File: config.mk
export PLATFORM = sky130hd
export DESIGN_NAME = adc_sample_scheduler_flat
export DESIGN_NICKNAME = d
export VERILOG_FILES = /design/src/rtl/adc_sched_pkg.sv /design/src/rtl/adc_sample_scheduler_if.sv /design/src/rtl/sample_period_timer.sv /design/src/rtl/adc_sample_scheduler.sv /design/src/flat_wrapper.sv
export SDC_FILE = /design/constraint.sdc
export NUM_CORES = 1
export LEC_CHECK = 0
export BUFFER_PORTS_ARGS = -buffer_cell sky130_fd_sc_hd__clkbuf_2
export CAP_MARGIN = 10
export CORE_ASPECT_RATIO = 1.1
export CORE_MARGIN = 4
export CORE_UTILIZATION = 42
export DETAILED_ROUTE_END_ITERATION = 12
export SLEW_MARGIN = 10
export SYNTH_ARGS = -nofsm -noshare
export SYNTH_HDL_FRONTEND = slang
export SYNTH_SLANG_ARGS = --single-unit
export TNS_END_PERCENT = 20
File: constraint.sdc
create_clock -name clk -period 1.9 [get_ports clk]
set_input_delay 0.19 -clock clk [delete_from_list [all_inputs] [get_ports clk]]
set_output_delay 0.19 -clock clk [all_outputs]
set_load 0.02 [all_outputs]
File: src/rtl/adc_sched_pkg.sv
// Shared defaults and FSM state encoding for the ADC sample scheduler.
package adc_sched_pkg;

    localparam int unsigned NUM_CH_DEF  = 4;
    localparam int unsigned DATA_W_DEF  = 16;
    localparam int unsigned PERIOD_DEF  = 1000;
    localparam int unsigned TIMEOUT_DEF = 64;

    typedef enum logic [2:0] {
        S_IDLE      = 3'd0,
        S_WAIT_TICK = 3'd1,
        S_START     = 3'd2,
        S_WAIT_DATA = 3'd3,
        S_PUSH      = 3'd4,
        S_NEXT      = 3'd5
    } sched_state_t;

endpackage

File: src/rtl/adc_sample_scheduler_if.sv
// Control, SPI-receiver and sample-stream signals of the ADC sample scheduler.
interface adc_sample_scheduler_if #(
    parameter int unsigned NUM_CH = adc_sched_pkg::NUM_CH_DEF,
    parameter int unsigned DATA_W = adc_sched_pkg::DATA_W_DEF
);
    localparam int unsigned CH_W = $clog2(NUM_CH);

    logic              enable;
    logic              clear_err;
    logic              spi_en;
    logic [CH_W-1:0]   ch_sel;
    logic              data_ready;
    logic [DATA_W-1:0] rx_data;
    logic [DATA_W-1:0] sample_data;
    logic [CH_W-1:0]   sample_ch;
    logic              sample_valid;
    logic              sample_ready;
    logic              frame_done;
    logic              busy;
    logic              overrun;
    logic              timeout_err;

    modport slave (
        input  enable, clear_err, data_ready, rx_data, sample_ready,
        output spi_en, ch_sel, sample_data, sample_ch, sample_valid,
               frame_done, busy, overrun, timeout_err
    );

    modport master (
        output enable, clear_err, data_ready, rx_data, sample_ready,
        input  spi_en, ch_sel, sample_data, sample_ch, sample_valid,
               frame_done, busy, overrun, timeout_err
    );

endinterface

File: src/rtl/sample_period_timer.sv
// Free-running frame period counter; tick is high while the count sits at PERIOD-1.
module sample_period_timer #(
    parameter int unsigned PERIOD = adc_sched_pkg::PERIOD_DEF
) (
    input  logic clk,
    input  logic reset_b,
    input  logic enable,
    output logic tick
);
    localparam int unsigned CNT_W = $clog2(PERIOD + 1);

    logic [CNT_W-1:0] r_count;
    logic [CNT_W-1:0] w_count_nxt;
    logic             r_tick;

    always_comb begin
        w_count_nxt = '0;
        if (enable && (r_count != CNT_W'(PERIOD - 1))) begin
            w_count_nxt = r_count + CNT_W'(1);
        end
    end

    // Tick is decoded from the next count so it stays registered yet aligned with the count.
    always_ff @(posedge clk or negedge reset_b) begin
        if (!reset_b) begin
            r_count <= '0;
            r_tick  <= 1'b0;
        end else begin
            r_count <= w_count_nxt;
            r_tick  <= (w_count_nxt == CNT_W'(PERIOD - 1));
        end
    end

    assign tick = r_tick;

endmodule

File: src/rtl/adc_sample_scheduler.sv
// Round-robin ADC channel sampler: one SPI conversion per channel each frame, streamed out with valid/ready.
module adc_sample_scheduler #(
    parameter int unsigned NUM_CH  = adc_sched_pkg::NUM_CH_DEF,
    parameter int unsigned DATA_W  = adc_sched_pkg::DATA_W_DEF,
    parameter int unsigned PERIOD  = adc_sched_pkg::PERIOD_DEF,
    parameter int unsigned TIMEOUT = adc_sched_pkg::TIMEOUT_DEF
) (
    input  logic                   clk,
    input  logic                   reset_b,
    adc_sample_scheduler_if.slave  bus
);
    import adc_sched_pkg::*;

    localparam int unsigned CH_W  = $clog2(NUM_CH);
    localparam int unsigned TMO_W = $clog2(TIMEOUT + 1);

    sched_state_t      r_state;
    sched_state_t      w_state_nxt;
    logic [CH_W-1:0]   r_ch_sel;
    logic [CH_W-1:0]   w_ch_nxt;
    logic [CH_W-1:0]   r_sample_ch;
    logic [CH_W-1:0]   w_sample_ch_nxt;
    logic [TMO_W-1:0]  r_tmo_cnt;
    logic [TMO_W-1:0]  w_tmo_nxt;
    logic [DATA_W-1:0] r_sample_data;
    logic [DATA_W-1:0] w_sample_data_nxt;
    logic              r_spi_en;
    logic              r_sample_valid;
    logic              r_frame_done;
    logic              r_busy;
    logic              r_overrun;
    logic              r_timeout_err;
    logic              w_tick;
    logic              w_done_nxt;
    logic              w_ovr_set;
    logic              w_tmo_set;

    sample_period_timer #(
        .PERIOD (PERIOD)
    ) u_timer (
        .clk     (clk),
        .reset_b (reset_b),
        .enable  (bus.enable),
        .tick    (w_tick)
    );

    always_ff @(posedge clk or negedge reset_b) begin
        if (!reset_b) begin
            r_state <= S_IDLE;
        end else begin
            r_state <= w_state_nxt;
        end
    end

    // A tick outside WAIT_TICK is dropped and only flagged; frames never queue.
    always_comb begin
        w_state_nxt       = r_state;
        w_ch_nxt          = r_ch_sel;
        w_tmo_nxt         = '0;
        w_sample_data_nxt = r_sample_data;
        w_sample_ch_nxt   = r_sample_ch;
        w_done_nxt        = 1'b0;
        w_tmo_set         = 1'b0;
        w_ovr_set         = w_tick && (r_state != S_WAIT_TICK);

        unique case (r_state)
            S_IDLE: begin
                if (bus.enable) w_state_nxt = S_WAIT_TICK;
            end
            S_WAIT_TICK: begin
                if (!bus.enable) begin
                    w_state_nxt = S_IDLE;
                end else if (w_tick) begin
                    w_state_nxt = S_START;
                    w_ch_nxt    = '0;
                end
            end
            S_START: begin
                w_state_nxt = S_WAIT_DATA;
            end
            S_WAIT_DATA: begin
                if (bus.data_ready) begin
                    w_sample_data_nxt = bus.rx_data;
                    w_sample_ch_nxt   = r_ch_sel;
                    w_state_nxt       = S_PUSH;
                end else if (r_tmo_cnt == TMO_W'(TIMEOUT - 1)) begin
                    w_tmo_set   = 1'b1;
                    w_state_nxt = S_NEXT;
                end else begin
                    w_tmo_nxt = r_tmo_cnt + TMO_W'(1);
                end
            end
            S_PUSH: begin
                if (r_sample_valid && bus.sample_ready) w_state_nxt = S_NEXT;
            end
            S_NEXT: begin
                if (r_ch_sel == CH_W'(NUM_CH - 1)) begin
                    w_done_nxt  = 1'b1;
                    w_state_nxt = bus.enable ? S_WAIT_TICK : S_IDLE;
                end else begin
                    w_ch_nxt    = r_ch_sel + CH_W'(1);
                    w_state_nxt = S_START;
                end
            end
            default: begin
                w_state_nxt = S_IDLE;
            end
        endcase
    end

    // Outputs are registered from the next state so they line up with the state they describe.
    always_ff @(posedge clk or negedge reset_b) begin
        if (!reset_b) begin
            r_ch_sel       <= '0;
            r_tmo_cnt      <= '0;
            r_sample_data  <= '0;
            r_sample_ch    <= '0;
            r_spi_en       <= 1'b0;
            r_sample_valid <= 1'b0;
            r_frame_done   <= 1'b0;
            r_busy         <= 1'b0;
            r_overrun      <= 1'b0;
            r_timeout_err  <= 1'b0;
        end else begin
            r_ch_sel       <= w_ch_nxt;
            r_tmo_cnt      <= w_tmo_nxt;
            r_sample_data  <= w_sample_data_nxt;
            r_sample_ch    <= w_sample_ch_nxt;
            r_spi_en       <= (w_state_nxt == S_START);
            r_sample_valid <= (w_state_nxt == S_PUSH);
            r_frame_done   <= w_done_nxt;
            r_busy         <= !((w_state_nxt == S_IDLE) || (w_state_nxt == S_WAIT_TICK));
            r_overrun      <= w_ovr_set || (r_overrun && !bus.clear_err);
            r_timeout_err  <= w_tmo_set || (r_timeout_err && !bus.clear_err);
        end
    end

    assign bus.spi_en       = r_spi_en;
    assign bus.ch_sel       = r_ch_sel;
    assign bus.sample_data  = r_sample_data;
    assign bus.sample_ch    = r_sample_ch;
    assign bus.sample_valid = r_sample_valid;
    assign bus.frame_done   = r_frame_done;
    assign bus.busy         = r_busy;
    assign bus.overrun      = r_overrun;
    assign bus.timeout_err  = r_timeout_err;

endmodule

File: src/flat_wrapper.sv
// flat-port wrapper written by rule: the top's interface ports become plain ports
module adc_sample_scheduler_flat import adc_sched_pkg::*;
#(
    parameter int unsigned NUM_CH  = adc_sched_pkg::NUM_CH_DEF,
    parameter int unsigned DATA_W  = adc_sched_pkg::DATA_W_DEF,
    parameter int unsigned PERIOD  = adc_sched_pkg::PERIOD_DEF,
    parameter int unsigned TIMEOUT = adc_sched_pkg::TIMEOUT_DEF
)
  (clk, reset_b, bus_enable, bus_clear_err, bus_data_ready, bus_rx_data, bus_sample_ready, bus_spi_en, bus_ch_sel, bus_sample_data, bus_sample_ch, bus_sample_valid, bus_frame_done, bus_busy, bus_overrun, bus_timeout_err);
  adc_sample_scheduler_if #(.NUM_CH(NUM_CH), .DATA_W(DATA_W)) bus_i ();
  input  logic clk;
  input  logic reset_b;
  input wire logic [$bits(bus_i.enable)-1:0] bus_enable;
  input wire logic [$bits(bus_i.clear_err)-1:0] bus_clear_err;
  input wire logic [$bits(bus_i.data_ready)-1:0] bus_data_ready;
  input wire logic [$bits(bus_i.rx_data)-1:0] bus_rx_data;
  input wire logic [$bits(bus_i.sample_ready)-1:0] bus_sample_ready;
  output wire logic [$bits(bus_i.spi_en)-1:0] bus_spi_en;
  output wire logic [$bits(bus_i.ch_sel)-1:0] bus_ch_sel;
  output wire logic [$bits(bus_i.sample_data)-1:0] bus_sample_data;
  output wire logic [$bits(bus_i.sample_ch)-1:0] bus_sample_ch;
  output wire logic [$bits(bus_i.sample_valid)-1:0] bus_sample_valid;
  output wire logic [$bits(bus_i.frame_done)-1:0] bus_frame_done;
  output wire logic [$bits(bus_i.busy)-1:0] bus_busy;
  output wire logic [$bits(bus_i.overrun)-1:0] bus_overrun;
  output wire logic [$bits(bus_i.timeout_err)-1:0] bus_timeout_err;
  assign bus_i.enable = bus_enable;
  assign bus_i.clear_err = bus_clear_err;
  assign bus_i.data_ready = bus_data_ready;
  assign bus_i.rx_data = bus_rx_data;
  assign bus_i.sample_ready = bus_sample_ready;
  assign bus_spi_en = bus_i.spi_en;
  assign bus_ch_sel = bus_i.ch_sel;
  assign bus_sample_data = bus_i.sample_data;
  assign bus_sample_ch = bus_i.sample_ch;
  assign bus_sample_valid = bus_i.sample_valid;
  assign bus_frame_done = bus_i.frame_done;
  assign bus_busy = bus_i.busy;
  assign bus_overrun = bus_i.overrun;
  assign bus_timeout_err = bus_i.timeout_err;
  adc_sample_scheduler #(.NUM_CH(NUM_CH), .DATA_W(DATA_W), .PERIOD(PERIOD), .TIMEOUT(TIMEOUT)) u_core (.clk(clk), .reset_b(reset_b), .bus(bus_i));
endmodule
==> flow_metrics.env <==
export IMPL_status="finished, final reports clean"
export IMPL_row_count=26
export IMPL_timing_final_crit_share_pct=90.38
export IMPL_maxCapViolCount=0
export IMPL_pwr_share_clk_pct=40.3
export IMPL_min_period_ps=1717
export IMPL_yosysSeqAreaShare_pct=57.46
export IMPL_crit_path_end_kind="flop"
export IMPL_critPathLaunchType="flop"
export IMPL_hold_class="in2reg"
export IMPL_syn_inst=174
export IMPL_grt_max_degree=29
export IMPL_cts_tree="yes"
export IMPL_synth_top_area_share_pct=57.46
export IMPL_crit_fanout=9
export IMPL_min_from="bus_clear_err"
export IMPL_wl_um=3751
export IMPL_worstPathRequired_ps=2090
export IMPL_antenna_found_initial=0
export IMPL_core_area_mm2=0.004684
export IMPL_areaGrowthSynthToFinish_pct=23.59
export IMPL_p_sw_share_pct=20.19
export IMPL_ir_drop_uv=364.2
export IMPL_internal_power_w=0.001469
export IMPL_via_count=1454
export IMPL_syn_area_per_cell_um2=11.76
export IMPL_post_cts_setup_buffer_count=0
export IMPL_detail_route_antenna_nets=0
export IMPL_routabilityCongestion=0.7922
export IMPL_slew_headroom_pct=65.48
export IMPL_fp_dieH_um=81.22
export IMPL_topRoutingLayerUsed="met4"
export IMPL_rsz0062_at_grt="no"
export IMPL_finalClockSkew_ps=5.351
export IMPL_yosys_area_top_type="dfrtp_1"
export IMPL_startpoint="u_core.u_timer.r_count[0]"
export IMPL_ys_types=38
export IMPL_first_pass_iters=4
export IMPL_setup_tns_ps=0
export IMPL_die_area_mm2=0.006056
export IMPL_finalSetupViolations=0
export IMPL_grt_pass1_vias=1413
export IMPL_cts_sinks=47
export IMPL_clk_latency_ps=290
export IMPL_route_met2_wl_um=1881
export IMPL_syn_cell_area_mm2=0.002047
export IMPL_yosysWarnings=0
export IMPL_drt_wirelength_per_cell_um=13.02
export IMPL_route_met3_wl_um=216
export IMPL_path_class="reg2reg"
export IMPL_power_density_mw_per_mm2=727.4
export IMPL_chipWidth_um=74.57
export IMPL_rr_worst_depth=5
export IMPL_dp_hpwl_um=2898
export IMPL_reg2reg_from="u_core.u_timer.r_count[0]"
export IMPL_power_switching_w=0.0003715
export IMPL_portBuffers=47
export IMPL_initial_core_util_pct=43.70
export IMPL_drt_iter0_drc=68
export IMPL_htreeDepth=2
export IMPL_crit_arrival_ps=1910
export IMPL_tightest_slew_ps=517.8
export IMPL_avgViaCountPerCell=5.049
export IMPL_final_nets=256
export IMPL_ys_seq_elements=47
export IMPL_drive_above_1_share_pct=36.21
export IMPL_clockBufferDepth=2
export IMPL_slew_viol_final=0
export IMPL_utilization_pct=54.01
export IMPL_grt_pass1_wl_um=6292
export IMPL_overflow=0
export IMPL_clk_pin_slew_ps=80
export IMPL_numCtsBuffers=5
export IMPL_final_hold_viol_count=0
export IMPL_grt_use_total_pct=13.67
export IMPL_diodes=0
export IMPL_final_cell_mix="clkbuf_2 (47), dfrtp_1 (47), mux2_2 (18), nor2_1 (16), nand2_1 (10)"
export IMPL_fmaxAchievable_ghz=0.5823
export IMPL_combPwrFrac_pct=4.5
export IMPL_min_path_cells=2
export IMPL_syn_nets=199
export IMPL_p_leak_nw=1.324
export IMPL_synth_area_top_cells="dfrtp_1 (57%), mux2_2 (9.9%), nor2_1 (2.9%), xnor2_1 (2.1%), xor2_1 (2.1%)"
export IMPL_cts_root_buf="clkbuf_8"
export IMPL_drt_met1_wl_um=1595
export IMPL_ios=48
export IMPL_p_seq_share_pct=55.3
export IMPL_route_detailed_drc=0
[cell usage after synthesis]
cell	count
dfrtp_1	47
mux2_2	18
nor2_1	16
nand2_1	10
nand3_1	8
inv_1	7
o21ai_0	7
and3_1	6
xnor2_1	5
xor2_1	5
and2_1	3
ha_1	3
nand3b_1	3
nor3_1	3
a21oi_1	2
a31oi_1	2
clkbuf_1	2
nand2b_1	2
nand4_1	2
nor2b_1	2
o211ai_1	2
o41ai_1	2
or3_1	2
a2111oi_2	1
a21bo_2	1
a21o_1	1
and3b_1	1
and4b_1	1
buf_2	1
buf_4	1
nor4_1	1
o21a_1	1
o21ai_4	1
o21ba_1	1
o311ai_0	1
o31ai_1	1
or2_2	1
or4_4	1
[routing by layer]
| metal | GRT usage [%] | vias to the layer above |
|---|---|---|
| met3 | 3.960 | 6 |
| met5 | 0 | - |
| met1 | 16.56 | 691 |
| met2 | 23.02 | 29 |
| met4 | 4.804 | 0 |
| li1 | - | 728 |
[worst paths after layout]
kind / slack [ps] / to
min in group asynchronous: 390 / u_core.bus.timeout_err
max in group asynchronous: 980 / u_core.bus.sample_data[14]
min: 80 / u_core.bus.overrun
max reg2reg: 180 / u_core.u_timer.r_count[5]
max: 180 / u_core.u_timer.r_count[5]
min reg2reg: 450 / u_core.r_tmo_cnt[0]
[sequential cells by signal (all words and copies together), names as in the netlist]
register	cells
u_core.bus.spi_en	1
u_core.r_state	3
u_core.bus.ch_sel	2
u_core.bus.sample_data	16
u_core.bus.overrun	1
u_core.bus.sample_ch	2
u_core.r_tmo_cnt	7
u_core.u_timer.r_count	10
u_core.bus.sample_valid	1
u_core.bus.frame_done	1
u_core.bus.busy	1
u_core.bus.timeout_err	1
u_core.u_timer.tick	1
[area by class of cell]
cell class	instances	area (um2)
Clock buffer	6	82.58
Clock inverter	2	35.03
Fill cell	434	2155
Inverter	7	26.28
Multi-Input combinational cell	116	824.5
Sequential cell	47	1176
Tap cell	56	70.07
Timing Repair Buffer	54	315.3
[power by group through the flow]
stage | registers, W | clock network [W] | logic, W
after floorplan | 0.00103 | 0 | 0.0000305
final | 0.00102 | 0.000741 | 0.0000823
after detailed placement | 0.00104 | 0 | 0.0000839
after global routing | 0.00102 | 0.000807 | 0.0000956
after global placement | 0.00104 | 0 | 0.0000828
after CTS | 0.00102 | 0.000779 | 0.0000857
[logic make-up (layout without fill, tap and decap cells)]
family	after synthesis	count (layout)	synth area share (%)
simple gates	62	62	15.83
flops	47	47	57.46
compound gates	23	23	8.435
mux	18	18	9.902
buf+inv	11	69	2.262
xor+xnor	10	10	4.279
fa+ha+maj	3	3	1.834
[metrics by stage]
stage	total power [W]	hold slack, ps	std cells	instance area [um2]	worst slack (ps)
2_1_floorplan	0.001064	-105.6	174	2047	187.2
3_3_place_gp	0.001119	195.8	279	2402	190.1
3_5_place_dp	0.001121	195.7	279	2402	165.3
4_1_cts	0.001882	67.59	288	2530	157.9
5_1_grt	0.001922	84.62	288	2530	80.55
6_report	0.001840	81.24	288	2530	182.7
[critical path, stage by stage (launching register included)]
cell and delay [ps]:
dfrtp_1 400, ha_1 180, nand2_1 50, or4_4 500
o21ai_4 290, o21ba_1 190
[timing repair]
item                                   4_1_cts  5_1_grt
endpoints found under the hold margin       19        0
hold buffers                                 1        0
resized for setup                            0        0
setup endpoints to repair                    0        0
Note: power is estimated with default switching activity, not from simulation.
